File: src/rtl/fb_arb_pkg.sv
// Shared types and constants for the frame buffer read arbiter.
package fb_arb_pkg;

  localparam int PIX_W = 12;

  typedef enum logic [1:0] {
    DISPLAY = 2'd0,
    DRAIN_P = 2'd1,
    PROCESS = 2'd2,
    DRAIN_D = 2'd3
  } arb_state_e;

  typedef enum logic [1:0] {
    OWN_NONE = 2'd0,
    OWN_VGA  = 2'd1,
    OWN_PROC = 2'd2
  } own_tag_e;

  function automatic logic [15:0] sat_inc16(input logic [15:0] v, input logic en);
    return (en && (v != 16'hFFFF)) ? (v + 16'd1) : v;
  endfunction

endpackage

File: src/rtl/fb_rd_tag_pipe.sv
// Owner-tag delay line matching the frame buffer read latency; steers the
// returning pixel to whichever requester issued the read RD_LAT cycles earlier.
module fb_rd_tag_pipe
  import fb_arb_pkg::*;
#(
  parameter int RD_LAT = 2
) (
  input  logic             clk_i,
  input  logic             reset_i,
  input  own_tag_e         push_tag_i,
  input  logic [PIX_W-1:0] mem_rdata_i,
  output logic [PIX_W-1:0] vga_rdata_o,
  output logic             vga_rvalid_o,
  output logic [PIX_W-1:0] proc_rdata_o,
  output logic             proc_rvalid_o
);

  own_tag_e         tag_q [RD_LAT];
  logic [PIX_W-1:0] vga_rdata_q;
  logic [PIX_W-1:0] vga_rdata_d;
  logic [PIX_W-1:0] proc_rdata_q;
  logic [PIX_W-1:0] proc_rdata_d;
  logic             vga_hit;
  logic             proc_hit;

  // The oldest tag lines up with the pixel now on mem_rdata; reset drops it.
  always_comb begin
    vga_hit  = ~reset_i & (tag_q[RD_LAT-1] == OWN_VGA);
    proc_hit = ~reset_i & (tag_q[RD_LAT-1] == OWN_PROC);
    if (vga_hit) begin
      vga_rdata_d = mem_rdata_i;
    end else begin
      vga_rdata_d = vga_rdata_q;
    end
    if (proc_hit) begin
      proc_rdata_d = mem_rdata_i;
    end else begin
      proc_rdata_d = proc_rdata_q;
    end
  end

  assign vga_rvalid_o  = vga_hit;
  assign proc_rvalid_o = proc_hit;
  assign vga_rdata_o   = vga_rdata_d;
  assign proc_rdata_o  = proc_rdata_d;

  always_ff @(posedge clk_i) begin
    if (reset_i) begin
      for (int i = 0; i < RD_LAT; i++) begin
        tag_q[i] <= OWN_NONE;
      end
      vga_rdata_q  <= {PIX_W{1'b0}};
      proc_rdata_q <= {PIX_W{1'b0}};
    end else begin
      tag_q[0] <= push_tag_i;
      for (int i = 1; i < RD_LAT; i++) begin
        tag_q[i] <= tag_q[i-1];
      end
      vga_rdata_q  <= vga_rdata_d;
      proc_rdata_q <= proc_rdata_d;
    end
  end

endmodule

File: src/rtl/fb_read_arbiter.sv
// Frame buffer port-B arbiter between video playback and image processing.
// Optional FB_ARB_STATS_EN adds saturating miss/grant counters.
module fb_read_arbiter
  import fb_arb_pkg::*;
#(
  parameter int RD_LAT = 2,
  parameter int AW     = 19
) (
  input  logic             clk_25mhz,
  input  logic             reset,
  input  logic             image_start,
  input  logic             image_done,
  input  logic             vga_req,
  input  logic [AW-1:0]    vga_addr,
  output logic [PIX_W-1:0] vga_rdata,
  output logic             vga_rvalid,
  output logic             vga_miss,
  input  logic             proc_req,
  input  logic [AW-1:0]    proc_addr,
  output logic             proc_gnt,
  output logic [PIX_W-1:0] proc_rdata,
  output logic             proc_rvalid,
  output logic [AW-1:0]    mem_addr,
  input  logic [PIX_W-1:0] mem_rdata,
  output logic [1:0]       mode
`ifdef FB_ARB_STATS_EN
  ,
  output logic [15:0]      vga_miss_cnt,
  output logic [15:0]      proc_gnt_cnt
`endif
);

  localparam logic [2:0] DRAIN_LAST = 3'(RD_LAT - 1);

  arb_state_e    state_q;
  arb_state_e    state_d;
  logic [2:0]    drain_cnt_q;
  logic [2:0]    drain_cnt_d;
  logic [AW-1:0] mem_addr_q;
  logic [AW-1:0] mem_addr_d;
  logic          vga_win;
  logic          proc_win;
  logic          vga_gnt;
  own_tag_e      push_tag;

  // Mode sequencing and per-mode priority; drains grant nobody.
  always_comb begin
    state_d     = state_q;
    drain_cnt_d = drain_cnt_q;
    vga_win     = 1'b0;
    proc_win    = 1'b0;
    case (state_q)
      DISPLAY: begin
        vga_win  = vga_req;
        proc_win = proc_req & ~vga_req;
        if (image_start && !image_done) begin
          state_d     = DRAIN_P;
          drain_cnt_d = 3'd0;
        end else begin
          state_d = DISPLAY;
        end
      end
      DRAIN_P: begin
        if (drain_cnt_q == DRAIN_LAST) begin
          state_d     = PROCESS;
          drain_cnt_d = 3'd0;
        end else begin
          drain_cnt_d = drain_cnt_q + 3'd1;
        end
      end
      PROCESS: begin
        proc_win = proc_req;
        vga_win  = vga_req & ~proc_req;
        if (image_done || !image_start) begin
          state_d     = DRAIN_D;
          drain_cnt_d = 3'd0;
        end else begin
          state_d = PROCESS;
        end
      end
      DRAIN_D: begin
        if (drain_cnt_q == DRAIN_LAST) begin
          state_d     = DISPLAY;
          drain_cnt_d = 3'd0;
        end else begin
          drain_cnt_d = drain_cnt_q + 3'd1;
        end
      end
      default: begin
        state_d     = DISPLAY;
        drain_cnt_d = 3'd0;
      end
    endcase
  end

  assign vga_gnt  = vga_win & ~reset;
  assign proc_gnt = proc_win & ~reset;
  assign vga_miss = vga_req & ~vga_gnt & ~reset;
  assign mode     = state_q;
  assign mem_addr = mem_addr_d;

  // Address mux holds the last issued address when nobody is granted.
  always_comb begin
    if (vga_gnt) begin
      mem_addr_d = vga_addr;
      push_tag   = OWN_VGA;
    end else if (proc_gnt) begin
      mem_addr_d = proc_addr;
      push_tag   = OWN_PROC;
    end else begin
      mem_addr_d = mem_addr_q;
      push_tag   = OWN_NONE;
    end
  end

  always_ff @(posedge clk_25mhz) begin
    if (reset) begin
      state_q     <= DISPLAY;
      drain_cnt_q <= 3'd0;
      mem_addr_q  <= {AW{1'b0}};
    end else begin
      state_q     <= state_d;
      drain_cnt_q <= drain_cnt_d;
      mem_addr_q  <= mem_addr_d;
    end
  end

  fb_rd_tag_pipe #(
    .RD_LAT(RD_LAT)
  ) u_tag_pipe (
    .clk_i        (clk_25mhz),
    .reset_i      (reset),
    .push_tag_i   (push_tag),
    .mem_rdata_i  (mem_rdata),
    .vga_rdata_o  (vga_rdata),
    .vga_rvalid_o (vga_rvalid),
    .proc_rdata_o (proc_rdata),
    .proc_rvalid_o(proc_rvalid)
  );

`ifdef FB_ARB_STATS_EN
  logic [15:0] vga_miss_cnt_q;
  logic [15:0] proc_gnt_cnt_q;

  always_ff @(posedge clk_25mhz) begin
    if (reset) begin
      vga_miss_cnt_q <= 16'h0000;
      proc_gnt_cnt_q <= 16'h0000;
    end else begin
      vga_miss_cnt_q <= sat_inc16(vga_miss_cnt_q, vga_miss);
      proc_gnt_cnt_q <= sat_inc16(proc_gnt_cnt_q, proc_gnt);
    end
  end

  assign vga_miss_cnt = vga_miss_cnt_q;
  assign proc_gnt_cnt = proc_gnt_cnt_q;
`endif

endmodule

File: config.mk
export PLATFORM = sky130hd
export DESIGN_NAME = fb_read_arbiter
export DESIGN_NICKNAME = d
export VERILOG_FILES = /design/src/rtl/fb_arb_pkg.sv /design/src/rtl/fb_rd_tag_pipe.sv /design/src/rtl/fb_read_arbiter.sv
export SDC_FILE = /design/constraint.sdc
export NUM_CORES = 1
export LEC_CHECK = 0
export BUFFER_PORTS_ARGS = -buffer_cell sky130_fd_sc_hd__buf_2
export CAP_MARGIN = 5
export CELL_PAD_IN_SITES_DETAIL_PLACEMENT = 1
export CELL_PAD_IN_SITES_GLOBAL_PLACEMENT = 1
export CORE_MARGIN = 2
export CORE_UTILIZATION = 39
export CTS_CLUSTER_SIZE = 10
export DETAILED_ROUTE_END_ITERATION = 12
export PLACE_DENSITY_LB_ADDON = 0.1
export SYNTH_ARGS = -nofsm -noshare
export SYNTH_HDL_FRONTEND = slang
export SYNTH_HIERARCHICAL = 1
export SYNTH_SLANG_ARGS = --single-unit
export TNS_END_PERCENT = 20
File: constraint.sdc
create_clock -name clk_25mhz -period 3.65 [get_ports clk_25mhz]
set_clock_uncertainty 0.1 [all_clocks]
set_input_delay 0.365 -clock clk_25mhz [delete_from_list [all_inputs] [get_ports clk_25mhz]]
set_output_delay 0.365 -clock clk_25mhz [all_outputs]
set_load 0.02 [all_outputs]
==> results.rst <==
.. list-table::
   :header-rows: 1

   * - Metric
     - Value
   * - Critical Path RT
     - 3.18 ns
   * - Max-cap check violation count
     - 0
   * - DRC violation count after routing
     - 0
   * - Postcts setup bufs
     - 0
   * - Cell area after placement
     - 0.00360 mm²
   * - Vert. Die Dim
     - 92.5 µm
   * - Data arrival time of the worst path
     - 2.48 ns
   * - CP peak stage delay
     - 0.45 ns
   * - Chip width
     - 92.5 µm
   * - Slew at the pin closest to its max-slew limit
     - 0.702 ns
   * - Placement Setup Slack
     - 1.05 ns
   * - CTS root buf
     - sky130_fd_sc_hd__clkbuf_8
   * - Count of yosys warnings during synthesis
     - 6
   * - Number of buffers and inverters on the critical path
     - 2
   * - Switching part of the total
     - 0.446
   * - Post-DR wirelength/cell
     - 15.7 µm
   * - Count of cells resized by post-cts repair
     - 0
   * - Int Pwr
     - 1.41 mW
   * - Clock buffers created by TritonCTS
     - 5
   * - Setup Crit Path Kind
     - flip-flop to output port
   * - Count of flip-flops with a built-in enable after synthesis
     - 0
   * - Power density relative to cell area
     - 692 mW/mm²
   * - Clk buf depth
     - 2
   * - Iter 0 DRT Violations
     - 98
   * - Setup TNS Final
     - 0 ns
   * - Wire length of the first global-routing pass
     - 14,400 µm
   * - Mean post-synth cell area
     - 8.48 µm²
   * - RSZ-0062 raised after global routing
     - false
   * - Pin count of the biggest net entering global routing
     - 55
   * - Final Total Pwr
     - 2.56 mW
   * - Overflow after GRT
     - 0
   * - Number of top-level design ports
     - 105
   * - Number of placed instances, taps included
     - 546
   * - Final design utilization
     - 0.483
   * - Count of final setup violators
     - 0
   * - Number of global-route vias before repair
     - 2,993
   * - Row count
     - 32
   * - CP max stage cell
     - sky130_fd_sc_hd__o21a_1
   * - Async S/R FF share, synth
     - 0
   * - List of most frequent post-synthesis cells
     - sky130_fd_sc_hd__dfxtp_1, sky130_fd_sc_hd__nand2_1, sky130_fd_sc_hd__nor2_1
   * - Net switching power
     - 1.14 mW
   * - Portion of synthesized cell area occupied by the leading cell type
     - 0.341
   * - Flop and latch count out of synthesis
     - 52
   * - Routed vias/inst
     - 5.33
   * - Clock period minus worst slack
     - 2.94 ns
   * - Gate count of the mapped netlist
     - 360
   * - Area grow syn2layout
     - 21.0%
   * - Clock Latency Late Sink
     - 0.31 ns
   * - Clock-pin slew on the worst setup and hold paths
     - 0.10 ns
   * - Headroom to the max-slew limit
     - 0.532
   * - Number of buffer cells added on primary ports
     - 104
   * - CP Capture Type
     - output port
   * - TritonCTS Sinks
     - 52
   * - Sum of routed wire length over all layers
     - 8680 µm
   * - Cell area after layout
     - 0.00369 mm²
   * - CP delay by family, top
     - compound AO/OA/AOI/OAI gates
   * - Main flop type after synthesis
     - sky130_fd_sc_hd__dfxtp_1
   * - Top-count cell post-synth
     - sky130_fd_sc_hd__dfxtp_1
   * - Fin cells
     - 554
   * - Run status
     - finished, final reports clean
   * - Antenna Nets Post-Route
     - 0
   * - Clock tree from TritonCTS
     - built
   * - Worst hold margin
     - 0.212 ns
   * - Initial standard-cell utilization of the core
     - 0.399
   * - Number of antenna repair diodes
     - 0
   * - Hold Fails Final Rpt
     - 0
   * - HP Class
     - primary input to flip-flop
   * - Syn Nets
     - 422
   * - Max-slew violations
     - 0
   * - Share of cells above drive strength 1
     - 0.372
   * - Number of detailed-route iterations in the first pass
     - 4
   * - Part of the total power dissipated in the clock network
     - 0.133
   * - Kind of start point of the critical path
     - flip-flop
   * - Count of different cell masters after synthesis
     - 39
   * - Largest vdd supply drop
     - 0.384 mV
   * - Number of buffers inserted for hold repair after clock tree synthesis
     - 0
   * - Leak pwr
     - 1.62 nW
   * - Flop pwr share
     - 0.296
   * - Area leader, netlist
     - sky130_fd_sc_hd__dfxtp_1
   * - Largest fanout on the critical path
     - 19
   * - Total track usage
     - 0.205
   * - Share of the cycle needed by the critical path after routing
     - 0.806
   * - Mapped Area
     - 0.00305 mm²
   * - H-tree depth
     - 2
   * - Proportion of power drawn by combinational gates
     - 0.571
   * - Final net count
     - 513
   * - Core Area
     - 0.00765 mm²
   * - Total via count in the routed design
     - 2,954
   * - Weighted congestion at the end of routability-driven global placement
     - 0.784
   * - Synth top area cells
     - sky130_fd_sc_hd__dfxtp_1, sky130_fd_sc_hd__mux2_2, sky130_fd_sc_hd__nor3b_2, sky130_fd_sc_hd__nand2_1, sky130_fd_sc_hd__nor2b_1
   * - Crit path setup slack, layout
     - 0.710 ns
   * - Peak clock frequency supported by timing
     - 340 MHz
   * - Critical path, cell by cell
     - inv_1 -> ha_1 -> o21a_1 -> and3_1 -> a2111oi_2 -> nor2_1 -> buf_2
   * - Sequential share of the synthesized area
     - 0.341
   * - Initial antenna violation count
     - 1
   * - Die footprint
     - 0.00855 mm²
   * - Post-detail-place hpwl
     - 6150 µm
==> cells by family after synthesis <==
| logic type | count (synthesis) | share of synthesized area |
|---|---|---|
| buffers and inverters | 29 | 0.0545 |
| adder cells (fa/ha/maj) | 6 | 0.0246 |
| AND/OR/NAND/NOR | 172 | 0.325 |
| AO/OA/AOI/OAI | 74 | 0.156 |
| multiplexers | 27 | 0.0988 |
| flip-flops | 52 | 0.341 |
==> worst register-to-register path, delay by kind of cell (launching register included) <==
family | cells | cell delay [ns]
AND/OR/NAND/NOR | 2 | 0.39
adder cells (fa/ha/maj) | 1 | 0.25
buffers and inverters | 2 | 0.48
AO/OA/AOI/OAI | 2 | 0.46
flip-flops | 1 | 0.43
==> power by group through the flow <==
| stage | logic [mW] | registers [mW] | clock network (mW) |
|---|---|---|---|
| floorplan | 1.04 | 0.764 | 0 |
| global placement | 1.44 | 0.761 | 0 |
| global route | 1.60 | 0.774 | 0.378 |
| finish | 1.46 | 0.757 | 0.340 |
| CTS | 1.47 | 0.757 | 0.354 |
| detailed placement | 1.47 | 0.769 | 0 |
==> per-layer routing <==
layer  vias to the layer above  part of all wire  track usage
li1                       1451                 -            -
met3                         8             0.048       0.0334
met5                         -            0.0013            0
met2                        76              0.49        0.359
met1                      1417              0.46        0.263
met4                         2            0.0086       0.0473
==> registers in the layout (all words and copies together) (netlist names) <==
register	flops
mode	2
u_tag_pipe/proc_rdata_q	12
mem_addr_q	19
u_tag_pipe/vga_rdata_q	12
u_tag_pipe/tag_q	4
drain_cnt_q	3
==> placed cells by master, fill, tap and decap left out, types with 3 or more instances in the layout <==
| master | count |
|---|---|
| sky130_fd_sc_hd__buf_2 | 104 |
| sky130_fd_sc_hd__dfxtp_1 | 52 |
| sky130_fd_sc_hd__nand2_1 | 48 |
| sky130_fd_sc_hd__nor2_1 | 30 |
| sky130_fd_sc_hd__a21oi_1 | 28 |
| sky130_fd_sc_hd__mux2_2 | 25 |
| sky130_fd_sc_hd__nor2b_1 | 23 |
| sky130_fd_sc_hd__o21ai_0 | 17 |
| sky130_fd_sc_hd__a22oi_1 | 16 |
| sky130_fd_sc_hd__nand3_1 | 16 |
| sky130_fd_sc_hd__nand4_1 | 16 |
| sky130_fd_sc_hd__nor3b_2 | 15 |
| sky130_fd_sc_hd__ha_1 | 6 |
| sky130_fd_sc_hd__buf_4 | 6 |
| sky130_fd_sc_hd__clkbuf_8 | 5 |
| sky130_fd_sc_hd__nor3_1 | 4 |
| sky130_fd_sc_hd__nand2b_1 | 3 |
| sky130_fd_sc_hd__a22o_1 | 3 |
| sky130_fd_sc_hd__and3_1 | 3 |
==> final cells by class <==
cell class              instances  area [µm²]
fillers                       964        3950
clock inverters                 2        16.3
well taps                     102         128
clock buffers                   6        72.6
flip-flops and latches         52        1040
repair buffers                110         566
inverters                       3        11.3
multi-input cells             279        1860
==> final timing paths <==
path	start	to	slack (ns)	depth (start not counted)
worst max register to register	mode[1]	mem_addr_q[3]	1.41	7
worst max-delay path	mode[1]	mem_addr[6]	0.71	7
worst min register to register	u_tag_pipe/tag_q[0][0]	u_tag_pipe/tag_q[0][2]	0.35	1
worst min-delay path	mem_rdata[3]	u_tag_pipe/vga_rdata_q[3]	0.21	3
Note: power is estimated with default switching activity, not from simulation.
